`src/rtl/ycr2_wb_bridge.sv`:
```
// Wishbone master stage behind the per-target router: runs core single and burst
// transfers as classic WB cycles, with per-beat response, bus error and timeout.
//
// state | meaning
// IDLE  | no WB cycle open; a new core request is accepted here
// BUS   | cyc/stb asserted, waiting for ack, err or timeout on the current beat
// WDAT  | write burst between beats; cyc held, stb low, waiting for next write data
`timescale 1ns/1ps
module ycr2_wb_bridge #(
   parameter int AW     = 32,
   parameter int DW     = 32,
   parameter int BW     = 10,
   parameter int TOUT_W = 8
) (
   input  logic          clk,
   input  logic          rst_n,
   input  logic          core_req,
   output logic          core_req_ack,
   input  logic          core_cmd,
   input  logic [1:0]    core_width,
   input  logic [AW-1:0] core_addr,
   input  logic [BW-1:0] core_bl,
   input  logic [DW-1:0] core_wdata,
   output logic [DW-1:0] core_rdata,
   output logic [1:0]    core_resp,
   output logic          wbm_cyc_o,
   output logic          wbm_stb_o,
   output logic          wbm_we_o,
   output logic [AW-1:0] wbm_adr_o,
   output logic [DW-1:0] wbm_dat_o,
   output logic [3:0]    wbm_sel_o,
   input  logic [DW-1:0] wbm_dat_i,
   input  logic          wbm_ack_i,
   input  logic          wbm_err_i
);

   localparam logic [1:0] RESP_NOTRDY = 2'b00;
   localparam logic [1:0] RESP_OK     = 2'b01;
   localparam logic [1:0] RESP_ER     = 2'b10;
   localparam logic [1:0] RESP_LOK    = 2'b11;

   // A zero-width timer is not legal, so a 1-bit dummy is kept and gated off.
   localparam int TW      = (TOUT_W > 0) ? TOUT_W : 1;
   localparam bit TOUT_EN = (TOUT_W > 0);

   typedef enum logic [1:0] {
      ST_IDLE = 2'd0,
      ST_BUS  = 2'd1,
      ST_WDAT = 2'd2
   } state_t;

   state_t state_q, state_d;

   logic          cyc_q, cyc_d;
   logic          stb_q, stb_d;
   logic          we_q, we_d;
   logic [1:0]    width_q, width_d;
   logic [AW-1:0] adr_q, adr_d;
   logic [DW-1:0] dat_q, dat_d;
   logic [3:0]    sel_q, sel_d;
   logic [BW-1:0] beats_q, beats_d;
   logic [TW-1:0] tout_q, tout_d;
   logic [DW-1:0] rdata_q, rdata_d;
   logic [1:0]    resp_q, resp_d;

   logic          last_beat;
   logic          tout_fire;
   logic [TW-1:0] tout_inc;
   logic [AW-1:0] adr_nxt;

   function automatic logic [3:0] lane_sel(input logic [1:0] w, input logic [1:0] a);
      case (w)
         2'd0:    lane_sel = 4'b0001 << a;
         2'd1:    lane_sel = a[1] ? 4'b1100 : 4'b0011;
         default: lane_sel = 4'b1111;
      endcase
   endfunction

   function automatic logic [AW-1:0] addr_step(input logic [1:0] w);
      case (w)
         2'd0:    addr_step = AW'(1);
         2'd1:    addr_step = AW'(2);
         default: addr_step = AW'(4);
      endcase
   endfunction

   assign last_beat = (beats_q == BW'(1));
   assign adr_nxt   = adr_q + addr_step(width_q);
   assign tout_inc  = tout_q + TW'(1);
   assign tout_fire = TOUT_EN && (state_q == ST_BUS) && !wbm_ack_i && !wbm_err_i
                      && (&tout_inc);

   always_ff @(posedge clk) begin
      if (!rst_n) state_q <= ST_IDLE;
      else        state_q <= state_d;
   end

   always_comb begin
      state_d = state_q;
      case (state_q)
         ST_IDLE: if (core_req) state_d = ST_BUS;
         ST_BUS: begin
            if (wbm_err_i || tout_fire) state_d = ST_IDLE;
            else if (wbm_ack_i) begin
               if (last_beat) state_d = ST_IDLE;
               else if (we_q) state_d = ST_WDAT;
               else           state_d = ST_BUS;
            end
         end
         ST_WDAT: if (core_req) state_d = ST_BUS;
         default: state_d = ST_IDLE;
      endcase
   end

   always_comb begin
      core_req_ack = core_req && ((state_q == ST_IDLE) || (state_q == ST_WDAT));
      cyc_d   = cyc_q;
      stb_d   = stb_q;
      we_d    = we_q;
      width_d = width_q;
      adr_d   = adr_q;
      dat_d   = dat_q;
      sel_d   = sel_q;
      beats_d = beats_q;
      tout_d  = tout_q;
      rdata_d = rdata_q;
      resp_d  = RESP_NOTRDY;
      case (state_q)
         ST_IDLE: begin
            if (core_req) begin
               cyc_d   = 1'b1;
               stb_d   = 1'b1;
               we_d    = core_cmd;
               width_d = core_width;
               adr_d   = core_addr;
               dat_d   = core_wdata;
               sel_d   = lane_sel(core_width, core_addr[1:0]);
               beats_d = (core_bl == '0) ? BW'(1) : core_bl;
               tout_d  = '0;
            end
         end
         ST_BUS: begin
            if (wbm_err_i || tout_fire) begin
               resp_d  = RESP_ER;
               cyc_d   = 1'b0;
               stb_d   = 1'b0;
               we_d    = 1'b0;
               beats_d = '0;
               tout_d  = '0;
            end else if (wbm_ack_i) begin
               resp_d  = last_beat ? RESP_LOK : RESP_OK;
               if (!we_q) rdata_d = wbm_dat_i;
               beats_d = beats_q - BW'(1);
               adr_d   = adr_nxt;
               sel_d   = lane_sel(width_q, adr_nxt[1:0]);
               tout_d  = '0;
               if (last_beat) begin
                  cyc_d = 1'b0;
                  stb_d = 1'b0;
                  we_d  = 1'b0;
               end else if (we_q) begin
                  stb_d = 1'b0;
               end
            end else if (TOUT_EN) begin
               tout_d = tout_inc;
            end
         end
         ST_WDAT: begin
            // Only the data of a continuing write is taken; cmd/addr/width are stale here.
            if (core_req) begin
               dat_d  = core_wdata;
               stb_d  = 1'b1;
               tout_d = '0;
            end
         end
         default: ;
      endcase
   end

   always_ff @(posedge clk) begin
      if (!rst_n) begin
         cyc_q   <= 1'b0;
         stb_q   <= 1'b0;
         we_q    <= 1'b0;
         width_q <= '0;
         adr_q   <= '0;
         dat_q   <= '0;
         sel_q   <= '0;
         beats_q <= '0;
         tout_q  <= '0;
         rdata_q <= '0;
         resp_q  <= RESP_NOTRDY;
      end else begin
         cyc_q   <= cyc_d;
         stb_q   <= stb_d;
         we_q    <= we_d;
         width_q <= width_d;
         adr_q   <= adr_d;
         dat_q   <= dat_d;
         sel_q   <= sel_d;
         beats_q <= beats_d;
         tout_q  <= tout_d;
         rdata_q <= rdata_d;
         resp_q  <= resp_d;
      end
   end

   assign wbm_cyc_o  = cyc_q;
   assign wbm_stb_o  = stb_q;
   assign wbm_we_o   = we_q;
   assign wbm_adr_o  = adr_q;
   assign wbm_dat_o  = dat_q;
   assign wbm_sel_o  = sel_q;
   assign core_rdata = rdata_q;
   assign core_resp  = resp_q;

endmodule

```
`config.mk`:
```
export PLATFORM = sky130hd
export DESIGN_NAME = ycr2_wb_bridge
export DESIGN_NICKNAME = d
export VERILOG_FILES = /design/src/rtl/ycr2_wb_bridge.sv
export SDC_FILE = /design/constraint.sdc
export NUM_CORES = 1
export LEC_CHECK = 0
export ABC_AREA = 1
export CORE_ASPECT_RATIO = 0.6
export CORE_MARGIN = 4
export CORE_UTILIZATION = 40
export DETAILED_ROUTE_END_ITERATION = 7
export PLACE_DENSITY = 0.72
export RECOVER_POWER = 25
export SYNTH_ARGS = -nofsm -noshare
export SYNTH_HDL_FRONTEND = slang
export SYNTH_SLANG_ARGS = --single-unit
```
`constraint.sdc`:
```
create_clock -name clk -period 2.1 [get_ports clk]
set_clock_uncertainty 0.15 [all_clocks]
set_input_delay 0.42 -clock clk [delete_from_list [all_inputs] [get_ports clk]]
set_output_delay 0.42 -clock clk [all_outputs]
set_load 0.005 [all_outputs]
```
==> flow_summary.toml, run 1 <==
[logic_synthesis]
post-synth-top-area-fraction_pct = 39.75
synth-edff-count = 0
ys_async_sr_fraction_pct = 0
synthesis.area_um2 = 6396
ys_top_cells_by_area = "dfxtp_1 (40%), nand2_1 (11%), nor2_1 (9.8%)"
yosysMostFrequentCell = "nand2_1"
synth-seq-area-share_pct = 39.75
ys.flop_type = "dfxtp_1"
synth-seq-cells = 127
syn_avg_cell_area_um2 = 6.698
synth_warnings = 0
synth_cells = 955
synth_top_area_cell = "dfxtp_1"
syn_nets = 1077
synth_common_cells = "nand2_1 (181), nor2_1 (167), dfxtp_1 (127), inv_1 (106), a21oi_1 (72)"
synth.distinct_cells = 40

[drt]
drt_iter0_drc = 578
viasPerCell = 4.930
num_vias = 7065
first_pass_iters = 7
drt-total-wl_um = 21070
avgRoutedWirePerCell_um = 14.70
route.detailed.drc = 0
ant_nets = 0

[final_layout]
antenna_cells = 0
post-route-util_pct = 65.18
drive_above_1_share_pct = 14.23
fin_nets = 1339
n_fill_cell = 1361
area_growth_pct = 57.98
design_area_um2 = 10100

[min_path]
min_from = "core_rdata[6]$_SDFFE_PN0P_"
holdPathEnd = "core_rdata[6]$_SDFFE_PN0P_"
min_path_type = "reg -> reg"
holdPathStages = 2

[sta]
tightest_slew_ns = 0.5646
fin_ws_ns = -0.01697
hold_viol = 0
period_needed_ns = 2.117
whs_ns = 0.2916
fmax_mhz = 472.4
rsz0062_at_grt = "true"
slew_headroom_pct = 62.36
period_share_pct = 100.8
finalSetupViolations = 3
drv_slew = 0

[placement]
portBuffers = 219
placed_area_um2 = 9160
finalWeightedCongestion = 0.8937
hpwl_um = 15240

[setup_path]
timing.rr.end = "wbm_adr_o[18]$_SDFFE_PN0P_"
startpoint_type = "flip-flop"
path_max_fanout = 3
cp_data_required_time_ns = 2.26
criticalPathCategory = "reg -> reg"
r2r_slack_ns = -0.02
regToRegStartpoint = "width_q[0]$_SDFFE_PN0P_"
r2r_cells = 15
end_kind = "flip-flop"
cp.arrival_ns = 2.28

[global_routing]
grt_pass1_vias = 6402
grt_pass1_wl_um = 32590
grtUsageTotal_pct = 22.05
antenna_found_initial = 0
grt-ovfl-total = 0
grt_max_degree = 65

[cts]
cts_tree = "yes"
clockBufferDepth = 2
cts_buffers = 17
cts.sinks = 127
root_buffer = "clkbuf_16"
cts_max_level = 4
clkLatencyLatePin_ns = 0.42
clk_pin_slew_worst_paths_ns = 0.06

[power]
finalPower_w = 0.007798
peakVddDrop_uv = 373.8
p_leak_nw = 4.212
p_per_area_nw_per_um2 = 771.8

[floorplan]
io_pins = 220
die_h_um = 106.0
core-area_um2 = 15500
die_area_um2 = 18140
die_width_um = 171.3
rows = 35
start_util_pct = 41.26

[outcome]
violations = "setup timing"
status = "finished with violations"

[run]
cap_viol_max_count = 0
[sequential cells by signal, indices dropped and copies added (netlist names)]
signal      cells
wbm_we_o        1
wbm_cyc_o       1
wbm_stb_o       1
wbm_sel_o       4
wbm_dat_o      32
tout_q          8
state_q         2
core_rdata     32
wbm_adr_o      32
beats_q        10
core_resp       2
width_q         2
[cell usage in the layout (no fill, tap or decap), types with 4 or more instances in the layout]
master           Yosys  routed
clkdlybuf4s50_1      0     198
nand2_1            181     170
nor2_1             167     153
dfxtp_1            127     118
inv_1              106     100
a21oi_1             72      69
o21ai_0             65      62
buf_4                0      62
o21ai_1             39      42
nand3_1             41      36
dlygate4sd3_1        0      19
xor2_1              19      18
clkbuf_16            0      17
o211ai_1            12      12
nor3_1              17      11
nand4_1             11      11
nor2_2               4      10
nand2_2              1       9
nor2_4               0       8
inv_2                2       7
xnor2_1              6       6
dfxtp_2              0       6
nor3_2               0       5
nand2_4              1       4
a31oi_1              4       4
ha_4                 0       4
[worst max-delay path: stages (launching register included)]
cell and delay [ns]:
dfxtp_4 0.37, nor2_4 0.05, ha_4 0.16, fa_2 0.39
a21oi_4 0.20, nor2_4 0.08, nand2_2 0.09, inv_2 0.06
nand2_2 0.06, nor2_2 0.04, nand3_1 0.06, nand2_1 0.05
nand3_1 0.08, nand2_1 0.06, nor2_1 0.08, nor2_1 0.04
[repair_timing]
item / in CTS / in global routing
hold buffers: 0 / 0
setup buffers: 2 / 4
pin swaps: 8 / 20
setup endpoints to repair: 25 / 58
resized for setup: 22 / 68
[logic make-up (layout without fill, tap and decap cells)]
logic type,count (synthesis),in the layout,share of synthesized area [%]
AOI/OAI and AO/OA,202,202,16.82
xor gates and xnor gates,25,25,3.423
adders and majority gates,8,8,1.682
buffers and inverters,154,429,9.566
DFF,127,127,39.75
and+or+nand+nor,439,439,28.76
[metal layers]
metal	GRT usage (%)	share of wire, %	vias up
met5	0	0	-
met4	5.031	0.74	0
met3	5.537	8.6	14
met2	31.92	41	264
met1	32.80	50	3173
li1	-	-	3614
[through the flow]
step / std cells / setup TNS, ns / setup slack (ns)
finish: 1433 / -0.03216 / -0.01697
CTS: 1429 / -0.01489 / -0.01489
detailed placement: 1395 / -15.55 / -0.2961
global placement: 1395 / -13.46 / -0.2919
floorplan: 955 / 0 / 0.03072
global route: 1433 / -1.691 / -0.1249
[power breakdown]
group,leakage (nW),internal (W),switching (W),total [W]
Sequential,1.05,0.00264,0.000210,0.00285
Clock,0.289,0.00190,0.00114,0.00304
Combinational,2.87,0.000982,0.000924,0.00191
Total,4.21,0.00553,0.00227,0.00780
[worst max path at each step]
stage                                  endpoint               startpoint  slack [ns]
CTS                  wbm_adr_o[18]$_SDFFE_PN0P_  width_q[1]$_SDFFE_PN0P_       -0.01
floorplan            wbm_adr_o[18]$_SDFFE_PN0P_  width_q[1]$_SDFFE_PN0P_        0.03
detailed placement  core_rdata[11]$_SDFFE_PN0P_                wbm_ack_i       -0.30
global placement    core_rdata[12]$_SDFFE_PN0P_                wbm_ack_i       -0.29
global route         wbm_adr_o[12]$_SDFFE_PN0P_  width_q[0]$_SDFFE_PN0P_       -0.12
finish               wbm_adr_o[18]$_SDFFE_PN0P_  width_q[0]$_SDFFE_PN0P_       -0.02
[final cells by class]
| cell class | instances | area [um^2] | area share (%) |
|---|---|---|---|
| Sequential cell | 127 | 2561 | 25.35 |
| Inverter | 109 | 424.2 | 4.198 |
| Tap cell | 203 | 254.0 | 2.514 |
| Clock inverter | 13 | 162.7 | 1.610 |
| Multi-Input combinational cell | 674 | 3525 | 34.88 |
| Timing Repair Buffer | 288 | 2735 | 27.07 |
| Clock buffer | 19 | 442.9 | 4.383 |
Note: power is estimated with default switching activity, not from simulation.
==> run 2, diff against run 1 <==
- GPL_ROUTABILITY_DRIVEN: default -> 0
==> results of run 2 <==
The final DEF is identical to that of run 1; final timing and power are the same.
